File: src/rtl/systolic_ctrl.sv
// Tile-pass sequencer for the systolic array: primes SRAM row reads, runs the compute
// window, then drains every output diagonal through a valid/ready handshake.
module systolic_ctrl #(
  parameter int ARRAY_SIZE = 16,
  parameter int ADDR_W     = 10,
  parameter int CYCLE_W    = 9,
  parameter int IDX_W      = 6
) (
  input  logic               clk,
  input  logic               rst,
  input  logic               start,
  input  logic               abort,
  input  logic [ADDR_W-1:0]  w_base_addr,
  input  logic [ADDR_W-1:0]  d_base_addr,
  output logic               sram_ren,
  output logic [ADDR_W-1:0]  sram_raddr_w,
  output logic [ADDR_W-1:0]  sram_raddr_d,
  output logic               feed_zero,
  output logic               alu_start,
  output logic [CYCLE_W-1:0] cycle_num,
  output logic [IDX_W-1:0]   matrix_index,
  output logic               out_valid,
  input  logic               out_ready,
  output logic               busy,
  output logic               done
);

  typedef enum logic [2:0] {IDLE, PRIME, RUN, DRAIN, DONE} state_e;

  localparam logic [CYCLE_W-1:0] RUN_LAST  = CYCLE_W'(3*ARRAY_SIZE-1);
  localparam logic [CYCLE_W-1:0] REN_END   = CYCLE_W'(ARRAY_SIZE-1);
  localparam logic [CYCLE_W-1:0] ZERO_FROM = CYCLE_W'(ARRAY_SIZE);
  localparam logic [IDX_W-1:0]   IDX_LAST  = IDX_W'(2*ARRAY_SIZE-2);

  state_e state_q, state_d;

  logic               sram_ren_q, sram_ren_d;
  logic [ADDR_W-1:0]  raddr_w_q, raddr_w_d;
  logic [ADDR_W-1:0]  raddr_d_q, raddr_d_d;
  logic               feed_zero_q, feed_zero_d;
  logic               alu_start_q, alu_start_d;
  logic [CYCLE_W-1:0] cycle_num_q, cycle_num_d;
  logic [IDX_W-1:0]   matrix_index_q, matrix_index_d;
  logic               out_valid_q, out_valid_d;
  logic               busy_q, busy_d;
  logic               done_q, done_d;

  always_ff @(posedge clk or posedge rst) begin
    if (rst) begin
      state_q        <= IDLE;
      sram_ren_q     <= 1'b0;
      raddr_w_q      <= '0;
      raddr_d_q      <= '0;
      feed_zero_q    <= 1'b0;
      alu_start_q    <= 1'b0;
      cycle_num_q    <= '0;
      matrix_index_q <= '0;
      out_valid_q    <= 1'b0;
      busy_q         <= 1'b0;
      done_q         <= 1'b0;
    end else begin
      state_q        <= state_d;
      sram_ren_q     <= sram_ren_d;
      raddr_w_q      <= raddr_w_d;
      raddr_d_q      <= raddr_d_d;
      feed_zero_q    <= feed_zero_d;
      alu_start_q    <= alu_start_d;
      cycle_num_q    <= cycle_num_d;
      matrix_index_q <= matrix_index_d;
      out_valid_q    <= out_valid_d;
      busy_q         <= busy_d;
      done_q         <= done_d;
    end
  end

  always_comb begin
    state_d = state_q;
    unique case (state_q)
      IDLE:    if (start) state_d = PRIME;
      PRIME:   state_d = RUN;
      RUN:     if (cycle_num_q == RUN_LAST) state_d = DRAIN;
      DRAIN:   if (out_ready && matrix_index_q == IDX_LAST) state_d = DONE;
      DONE:    state_d = IDLE;
      default: state_d = IDLE;
    endcase
    // Abort overrides every other transition, including a start in IDLE.
    if (abort) state_d = IDLE;
  end

  // Outputs are the registered image of the state being entered.
  always_comb begin
    sram_ren_d     = 1'b0;
    raddr_w_d      = raddr_w_q;
    raddr_d_d      = raddr_d_q;
    feed_zero_d    = 1'b0;
    alu_start_d    = 1'b0;
    cycle_num_d    = cycle_num_q;
    matrix_index_d = matrix_index_q;
    out_valid_d    = 1'b0;
    busy_d         = 1'b1;
    done_d         = 1'b0;
    unique case (state_d)
      IDLE: begin
        raddr_w_d      = '0;
        raddr_d_d      = '0;
        cycle_num_d    = '0;
        matrix_index_d = '0;
        busy_d         = 1'b0;
      end
      PRIME: begin
        sram_ren_d = 1'b1;
        raddr_w_d  = w_base_addr;
        raddr_d_d  = d_base_addr;
      end
      RUN: begin
        alu_start_d = 1'b1;
        cycle_num_d = (state_q == RUN) ? cycle_num_q + CYCLE_W'(1) : '0;
        sram_ren_d  = (cycle_num_d < REN_END);
        if (sram_ren_d) begin
          raddr_w_d = raddr_w_q + ADDR_W'(1);
          raddr_d_d = raddr_d_q + ADDR_W'(1);
        end
        // Rows beyond the last one read see zeros, so row k meets the array at cycle k.
        feed_zero_d = (cycle_num_d >= ZERO_FROM);
      end
      DRAIN: begin
        out_valid_d = 1'b1;
        if (state_q != DRAIN)
          matrix_index_d = '0;
        else if (out_ready)
          matrix_index_d = matrix_index_q + IDX_W'(1);
      end
      DONE:    done_d = 1'b1;
      default: busy_d = 1'b0;
    endcase
  end

  assign sram_ren     = sram_ren_q;
  assign sram_raddr_w = raddr_w_q;
  assign sram_raddr_d = raddr_d_q;
  assign feed_zero    = feed_zero_q;
  assign alu_start    = alu_start_q;
  assign cycle_num    = cycle_num_q;
  assign matrix_index = matrix_index_q;
  assign out_valid    = out_valid_q;
  assign busy         = busy_q;
  assign done         = done_q;

endmodule

File: config.mk
export PLATFORM = sky130hd
export DESIGN_NAME = systolic_ctrl
export DESIGN_NICKNAME = d
export VERILOG_FILES = /design/src/rtl/systolic_ctrl.sv
export SDC_FILE = /design/constraint.sdc
export NUM_CORES = 1
export LEC_CHECK = 0
export BUFFER_PORTS_ARGS = -buffer_cell sky130_fd_sc_hd__buf_2
export CORE_ASPECT_RATIO = 0.7
export CORE_MARGIN = 2
export CORE_UTILIZATION = 40
export CTS_BUF_LIST = sky130_fd_sc_hd__clkbuf_2
export DETAILED_ROUTE_END_ITERATION = 12
export HOLD_SLACK_MARGIN = 0.1
export PLACE_DENSITY = 0.66
export RECOVER_POWER = 50
export SETUP_SLACK_MARGIN = 0.15
export SLEW_MARGIN = 0
export SYNTH_ARGS = -nofsm -noshare
export SYNTH_HDL_FRONTEND = slang
export SYNTH_SLANG_ARGS = --single-unit
File: constraint.sdc
create_clock -name clk -period 2.4 [get_ports clk]
set_input_delay 0.48 -clock clk [delete_from_list [all_inputs] [get_ports clk]]
set_output_delay 0.48 -clock clk [all_outputs]
set_load 0.05 [all_outputs]
# ---- Word level (Yosys, flattened, before mapping)
# Index checks and enable logic that the tools add are counted.
dict set report op_classes {
  n_addsub 4
  magnitude_cmp 2
  n_eq_ne 12
  mux 20
  n_reduce_logical 9
}
# op count
set ops {}
lappend ops {{$pmux W10 S3} 2}
lappend ops {{$add A10 B1 Y10 const B} 2}
lappend ops {{$mux W10} 2}
lappend ops {{$pmux W9 S2} 1}
lappend ops {{$eq A3 B2 Y1 const B} 4}
lappend ops {{$mux W3} 4}
lappend ops {{$mux W6} 2}
lappend ops {{$pmux W3 S4} 1}
lappend ops {{$pmux W6 S2} 1}
lappend ops {{$add A9 B1 Y9 const B} 1}
lappend ops {{$eq A9 B6 Y1 const B} 1}
lappend ops {{$ge A9 B5 Y1 const B} 1}
lappend ops {{$lt A9 B4 Y1 const B} 1}
lappend ops {{$mux W9} 1}
lappend ops {{$add A6 B1 Y6 const B} 1}
lappend ops {{$eq A3 B1 Y1 const B} 2}
lappend ops {{$eq A6 B5 Y1 const B} 1}
lappend ops {{$logic_not A3 Y1} 2}
lappend ops {{$mux W1} 5}
lappend ops {{$reduce_and A2 Y1} 2}
lappend ops {{$reduce_bool A2 Y1} 2}
lappend ops {{$reduce_or A4 Y1} 1}
lappend ops {{$eq A3 B3 Y1 const B} 1}
lappend ops {{$ne A3 B2 Y1 const B} 1}
lappend ops {{other kinds (5)} 5}
dict set report totals {
  ff_bits 44
  out_inout_bits 41
  word_cells 58
}

# ---- Depth between registers and ports, before layout
# Gate-level depths: netlist of the first run.
dict set report depth {
  ltp_word 8
  mapped_depth 11
}

# ---- Worst setup path after synthesis of the first run
# OpenSTA, ideal clock, no wires.
dict set report synth_timing {
  kind {register to register}
  start {reg cycle_num_q[0] (netlist: cycle_num[0])}
  end {reg raddr_w_q[9] (netlist: sram_raddr_w[9])}
  arrival_time_ns 2.542
  t_required_ns 2.266
  path_slack_ns -0.276
  stages_incl_launch_ff 9
  path_buffers 1
  cell_sequence {dfrtp_1 > ha_1 > buf_2 > and3_4 > or4_1 > a31oi_2 > nand4_1 > o41ai_1 > o21ai_1}
}
dict set report synth_between {
  elab_chain_len 7
  elab_cells_between_ends 14
  cone_classes {add/sub (1); order compare (1); eq/ne (4); mux (5); reduce/logical (3)}
}
# element line
set synth_lines {}
lappend synth_lines {{start: declaration} 42} ;# logic [CYCLE_W-1:0] cycle_num_q, cycle_num_d;
lappend synth_lines {{start signal: assignment} 68} ;# cycle_num_q <= cycle_num_d;
lappend synth_lines {{parallel branches: the longest is 7 deep, another holds $add A9 B1 Y9} n/a}
lappend synth_lines {{end signal: assignment} 64} ;# raddr_w_q <= raddr_w_d;
lappend synth_lines {{end: declaration} 38} ;# logic [ADDR_W-1:0] raddr_w_q, raddr_w_d;
# Parallel ways; which one is timed is not known.
# A chain may end at the register's enable or synchronous reset.

# ---- Worst setup path in the final report of the first run
dict set report layout_timing {
  start {reg cycle_num_q[0] (netlist: cycle_num[0])}
  end {reg raddr_d_q[1] (netlist: sram_raddr_d[1])}
}
dict set report layout_between {
  elab_chain_len 7
  elab_cells_between_ends 14
  cone_classes {add/sub (1); order compare (1); eq/ne (4); mux (5); reduce/logical (3)}
}
# element line
set layout_lines {}
lappend layout_lines {{parallel branches: the longest is 7 deep, another holds $add A9 B1 Y9} n/a}
lappend layout_lines {{end signal: assignment} 65} ;# raddr_d_q <= raddr_d_d;
lappend layout_lines {{end: declaration} 39} ;# logic [ADDR_W-1:0] raddr_d_q, raddr_d_d;
# Parallel ways; which one is timed is not known.

==> impl_metrics.yaml, run 1 <==
global_route:
  grt-ovfl-total: 0
  grt_max_degree: 27
  grt_pass1_wl_um: 11590
  gr-usage-all-layers_pct: 20.36
  antenna_found_initial: 0
  grt_pass1_vias: 2354
run:
  drv_cap: 0
route:
  drt-initial-drc-count: 214
  wl_per_cell_um: 16.02
  num_vias: 2624
  vias_per_cell: 5.754
  dr.pass1.iters: 5
  route.detailed.drc: 0
  drt-total-wl_um: 7303
  drtAntennaViolNets: 0
placed_design:
  dp_cells: 437
  dp_hpwl_um: 5127
  gp_congestion: 0.8674
  portBuffers: 65
power_and_ir_drop:
  irDropWorstVdd_mv: 0.2436
  total_power_mw: 2.033
  p_leak_nw: 1.425
  power_density_nw_per_um2: 609.5
yosys:
  yosysSeqAreaShare_pct: 42.86
  syn_nets: 320
  synth_cells: 290
  ys_types: 56
  yosysWarnings: 0
  syn-mean-instance-area_um2: 8.858
  syn_area_um2: 2569
  synth-seq-cells: 44
setup_path:
  required_ps: 2700
  r2r_start: "cycle_num[0]$_DFFE_PP0P_"
  worst_setup_path_start_kind: "flip-flop"
  worst_setup_path_end_kind: "flip-flop"
  ff2ff_path_depth: 7
  regToRegSetupSlack_ps: 130
  setup.worst_path.end: "sram_raddr_d[1]$_DFFE_PP0P_"
  critical_path_class: "reg2reg"
  rr_endpoint: "sram_raddr_d[1]$_DFFE_PP0P_"
  critPathArrivalTime_ps: 2570
  path_max_fanout: 6
  critPathLaunch: "cycle_num[0]$_DFFE_PP0P_"
clocking:
  cts_sinks: 44
  clock_latency_ps: 400
  h-tree-depth: 2
  cts_tree: "done"
  cts-root-buf: "clkbuf_2"
  clk_pin_slew_ps: 230
  cts_buffers: 5
  clk_path_buf_depth: 2
min_path:
  hold_path.class: "in2reg"
sta:
  maxSlewHeadroom_pct: 56.00
  period_share_pct: 94.60
  clock_skew_ps: 27.92
  fin_crit_ps: 2270
  finalHoldViolCount: 0
  worstMarginPinSlew_ps: 655.9
  slew_viol_final: 0
  setup_violations: 0
  rsz0062_at_grt: "yes"
  max_freq_mhz: 440.4
  finalSetupTns_ps: 0
floorplanning:
  core_area_um2: 6216
  initial_utilization_pct: 41.32
  die_h_um: 71.05
  die_width_um: 99.78
  io_pins: 66
  fp-row-count: 24
  die_area_um2: 7089
cells_and_area:
  layout_common_cells: "buf_2, dfrtp_1, nor3_1, buf_4"
  final_nets: 408
  syn_to_final_growth_pct: 29.86
  antennaDiodeCount: 0
  regArea_um2: 1116
  drive_gt1_share_pct: 32.54
  num-fill-cells: 584
  multi_input_area_um2: 1468
  stdcell_count: 456
  layout_commonest_cell: "buf_2"
outcome:
  status: "finished, final reports clean"
stage by stage:
step / util (%) / instance area [um2] / hold slack (ps) / setup slack (ps)
CTS: 51.13 / 3178 / 304.6 / 115.7
detailed placement: 50.14 / 3117 / 541.1 / 40.49
global route: 53.66 / 3336 / 296.4 / 57.31
finish: 53.66 / 3336 / 325.7 / 129.5
floorplan: - / 2620 / 611.0 / -18.84
global placement: 50.14 / 3117 / 533.0 / 107.3
where the power goes:
group	switching, mW	internal (mW)
Combinational	0.567	0.268
Clock	0.232	0.0602
Sequential	0.0921	0.814
cell families (layout without fill, tap and decap cells):
logic type | Yosys count | after routing | share of synthesized area, %
adder cells (fa/ha/maj) | 5 | 5 | 2.435
AO/OA/AOI/OAI | 90 | 91 | 22.16
XOR/XNOR | 5 | 5 | 1.705
AND/OR/NAND/NOR | 117 | 117 | 25.04
flip-flops | 44 | 44 | 42.86
multiplexers | 2 | 2 | 0.8767
buffers and inverters | 27 | 114 | 4.920
worst min path at each step:
stage	from	end	cells after the start
detailed placement	rst	cycle_num[0]$_DFFE_PP0P_	2
global route	d_base_addr[2]	sram_raddr_d[2]$_DFFE_PP0P_	3
finish	d_base_addr[7]	sram_raddr_d[7]$_DFFE_PP0P_	3
CTS	d_base_addr[7]	sram_raddr_d[7]$_DFFE_PP0P_	3
floorplan	state_q[1]$_DFF_PP0_	busy$_DFF_PP0_	2
global placement	rst	cycle_num[0]$_DFFE_PP0P_	2
layer usage:
layer	part of all wire [%]	routed length, um	global-route usage [%]	vias to the layer above
met5	0	0	0	-
met4	0.63	46	5.327	0
met3	6.4	470	4.051	4
met2	44	3201	28.60	101
met1	49	3583	31.85	1259
li1	-	-	-	1260
critical path, stage by stage, from the launching register on:
cell and delay, ps:
dfrtp_4 530, ha_4 170, and3_4 180, or4_4 440, a31oi_4 230, buf_6 140, a31oi_4 160, mux2_4 330
layout make-up:
class / instances / area share (%)
Inverter: 12 / 1.350
Clock buffer: 5 / 0.7502
Timing Repair Buffer: 95 / 17.29
Clock inverter: 2 / 0.2251
Tap cell: 78 / 2.926
Sequential cell: 44 / 33.46
Multi-Input combinational cell: 220 / 44.00
flip-flops by register name, indices dropped and copies added, names as in the netlist:
register      flops
out_valid         1
cycle_num         9
matrix_index      6
feed_zero         1
sram_raddr_w     10
busy              1
sram_ren          1
state_q           3
done              1
sram_raddr_d     10
alu_start         1
timing repair:
action / in CTS / in global routing
hold endpoints to repair: 18 / 0
gates cloned: 0 / 2
hold buffers: 1 / 0
gates resized for setup: 2 / 26
pin swaps: 2 / 6
endpoints found under the setup margin: 11 / 32
setup buffers: 1 / 8
Yosys cell counts (all sizes together):
| library cell | instances | area share, % |
|---|---|---|
| clkbuf | 2 | 0.29 |
| and4bb | 1 | 0.49 |
| and3 | 6 | 1.7 |
| a21o | 2 | 0.58 |
| a31oi | 6 | 2.3 |
| a211o | 1 | 0.34 |
| nor3 | 23 | 4.5 |
| a2111o | 1 | 0.44 |
| xnor2 | 2 | 0.68 |
| nand4 | 7 | 1.9 |
| nor4 | 3 | 0.97 |
| dfrtp | 44 | 43 |
| a221oi | 2 | 0.68 |
| or2 | 4 | 0.97 |
| o211ai | 10 | 2.9 |
| nor3b | 1 | 0.73 |
| mux2 | 2 | 0.88 |
| o311ai | 1 | 0.34 |
| a311oi | 1 | 0.34 |
| o21bai | 1 | 0.29 |
| a31o | 1 | 0.34 |
| or3b | 1 | 0.34 |
| nor2 | 14 | 2.1 |
| ha | 5 | 2.4 |
| a21oi | 21 | 4.1 |
| a22o | 2 | 0.68 |
| o31a | 1 | 0.34 |
| o21a | 2 | 0.58 |
| nand3b | 3 | 0.88 |
| nand2b | 1 | 0.24 |
| o21ai | 34 | 6.6 |
| and3b | 1 | 0.39 |
| and2 | 4 | 1.1 |
| o22a | 1 | 0.34 |
| o31ai | 1 | 0.29 |
| nand2 | 22 | 3.2 |
| a22oi | 1 | 0.29 |
| buf | 13 | 2.9 |
| xor2 | 3 | 1.0 |
| or3 | 5 | 1.2 |
| o41ai | 1 | 0.34 |
| or4 | 2 | 0.58 |
| inv | 12 | 1.8 |
| nand3 | 19 | 3.7 |
No activity file was read; power rests on OpenSTA's default activity.
==> inputs of run 2 (changes only) <==
--- a/config.mk
+++ b/config.mk
@@ -9,7 +9,7 @@
 export CORE_ASPECT_RATIO = 0.7
 export CORE_MARGIN = 2
 export CORE_UTILIZATION = 40
-export CTS_BUF_LIST = sky130_fd_sc_hd__clkbuf_2
+export CTS_BUF_LIST = sky130_fd_sc_hd__clkbuf_8
 export DETAILED_ROUTE_END_ITERATION = 12
 export HOLD_SLACK_MARGIN = 0.1
 export PLACE_DENSITY = 0.66
==> constraint.sdc (replaced) <==
create_clock -name clk -period 2.4 [get_ports clk]
set_input_delay 0.12 -clock clk [delete_from_list [all_inputs] [get_ports clk]]
set_output_delay 0.12 -clock clk [all_outputs]
set_load 0.05 [all_outputs]
==> run 2 against run 1 <==
Core utilization rose by 2.6 points. Critical path depth is the same. Maximum frequency down 0.48%. Non-clock buffer count up 16. Worst hold slack got worse by 220 ps. First-iteration DRC count down 9.3%. Sequential share of layout area down 1.5 points. Global-route usage rose by 0.12 points. Design area increased by 4.8%. Critical path type unchanged. Highest routed layer unchanged.
==> impl_metrics.yaml, run 2 (same netlist as run 1, synthesis figures left out) <==
floorplanning:
  initial_utilization_pct: 41.32
  io_pins: 66
  die_width_um: 99.78
  die_area_um2: 7089
  fp-row-count: 24
  core_area_um2: 6216
  die_h_um: 71.05
power_and_ir_drop:
  clock_power_share_pct: 24.5
  p_sw_share_pct: 39.66
  power_density_nw_per_um2: 656.0
  p_leak_nw: 1.467
  combPwrFrac_pct: 35.7
  p_int_mw: 1.383
  p_switching_mw: 0.9092
  p_seq_share_pct: 39.8
  irDropWorstVdd_mv: 0.3406
sta:
  maxSlewHeadroom_pct: 41.96
  fin_hold_ws_ps: 101.4
  rsz0062_at_grt: "yes"
  setup_violations: 0
  worstMarginPinSlew_ps: 865.2
  slew_viol_final: 0
  fin_crit_ps: 2281
  period_share_pct: 95.06
  max_freq_mhz: 438.3
  setup_ws_ps: 118.5
  finalHoldViolCount: 0
  clock_skew_ps: 7.565
placed_design:
  pre_cts_slack_ps: 116.0
  dp_hpwl_um: 5007
  gp_congestion: 0.8464
  place_area_um2: 3104
  dp_cells: 437
  portBuffers: 65
cells_and_area:
  drive_gt1_share_pct: 29.04
  design_area_um2: 3495
  layout_commonest_cell: "buf_2"
  multi_input_area_um2: 1450
  final_nets: 425
  regArea_um2: 1116
  stdcell_count: 474
  antennaDiodeCount: 0
  syn_to_final_growth_pct: 36.04
  num-fill-cells: 565
  layout_common_cells: "buf_2, dfrtp_1, buf_4, clkbuf_1, nor3_1"
setup_path:
  path_max_fanout: 5
  required_ps: 2580
  worst_setup_path_start_kind: "flip-flop"
  path_cells: "ha_4 -> and3_4 -> or4_4 -> a31oi_4 -> buf_4 -> a31oi_4 -> mux2_1"
  worst_setup_path_end_kind: "flip-flop"
  cpPeakStageDelay_ps: 490
  critical_path_class: "reg2reg"
  cp_slowest_cell: "dfrtp_4"
  regToRegSetupSlack_ps: 120
  crit_top_cell: "a31oi_4"
  critPathArrivalTime_ps: 2460
run:
  drv_cap: 0
clocking:
  h-tree-depth: 2
  clk_path_buf_depth: 2
  clk_pin_slew_ps: 90
  clock_latency_ps: 300
  cts_buffers: 5
  cts_sinks: 44
  cts_tree: "done"
  cts-root-buf: "clkbuf_8"
global_route:
  antenna_found_initial: 0
  grt-ovfl-total: 0
  grt_pass1_vias: 2314
  grt_max_degree: 23
  gr-usage-all-layers_pct: 20.48
  grt_pass1_wl_um: 11630
route:
  drt-initial-drc-count: 194
  dr.pass1.iters: 4
  drt-total-wl_um: 7431
  drtAntennaViolNets: 0
  vias_per_cell: 5.601
  route.detailed.drc: 0
  wl_per_cell_um: 15.68
  num_vias: 2655
min_path:
  hold_path.class: "in2reg"
outcome:
  status: "finished, final reports clean"
run 2: changes by cell type in the layout (fill, tap and decap cells not counted), sizes merged:
cell         before  now
o31a              1    2
bufinv            0    1
inv              11   12
clkinv            3    2
buf              76   72
clkbuf           23   34
dlygate4sd3       1   10
run 2: critical path, delay by kind of cell, from the launching register on:
family	cells	cell delay [ps]
AOI/OAI and AO/OA	2	380
buffers and inverters	1	170
muxes	1	340
adders and majority gates	1	160
DFF	1	490
and+or+nand+nor	2	620
run 2: repair_timing:
action,CTS,global route
setup endpoints to repair,15,30
hold buffers,9,1
hold endpoints to repair,28,1
cloned,0,2
pin swaps,2,6
resized for setup,1,15
setup buffers,1,16
run 2: routing by layer:
layer  up-vias  global-route usage, %  wire length [um]
met2       116                  29.35              3290
met4         0                  4.566                46
met3         5                  4.051               562
met1      1244                  31.84              3531
li1       1290                      -                 -
met5         -                      0                 0
run 2: final cells by class:
class                           instances  share of cell area, %
Clock buffer                            5                  1.969
Clock inverter                          3                  1.110
Inverter                               12                  1.289
Multi-Input combinational cell        221                  41.50
Sequential cell                        44                  31.94
Tap cell                               78                  2.793
Timing Repair Buffer                  111                  19.41
run 2: stage by stage:
step           setup TNS, ps  power, mW  utilization (%)
2_1_floorplan         -109.4      1.424                -
5_1_grt                    0      2.405            56.22
3_3_place_gp               0      1.642            49.94
4_1_cts                    0      2.226            53.38
6_report                   0      2.292            56.22
3_5_place_dp               0      1.651            49.94
run 2: power groups by stage:
stage	Sequential, mW	Combinational (mW)	Clock (mW)
final	0.912	0.819	0.562
after CTS	0.906	0.748	0.572
after floorplan	1.14	0.288	0
after global placement	0.918	0.724	0
after detailed placement	0.922	0.729	0
after global routing	0.927	0.875	0.603
run 2: final timing paths:
kind                                        startpoint                     endpoint  depth (start not counted)
max reg2reg                   cycle_num[0]$_DFFE_PP0P_  sram_raddr_w[1]$_DFFE_PP0P_                          7
min in group asynchronous                          rst  sram_raddr_w[2]$_DFFE_PP0P_                          3
max                           cycle_num[0]$_DFFE_PP0P_  sram_raddr_w[1]$_DFFE_PP0P_                          7
max in group asynchronous                          rst         state_q[0]$_DFF_PP0_                          4
min                                     d_base_addr[9]  sram_raddr_d[9]$_DFFE_PP0P_                          3
min reg2reg                matrix_index[1]$_DFFE_PP0P_  matrix_index[1]$_DFFE_PP0P_                          2
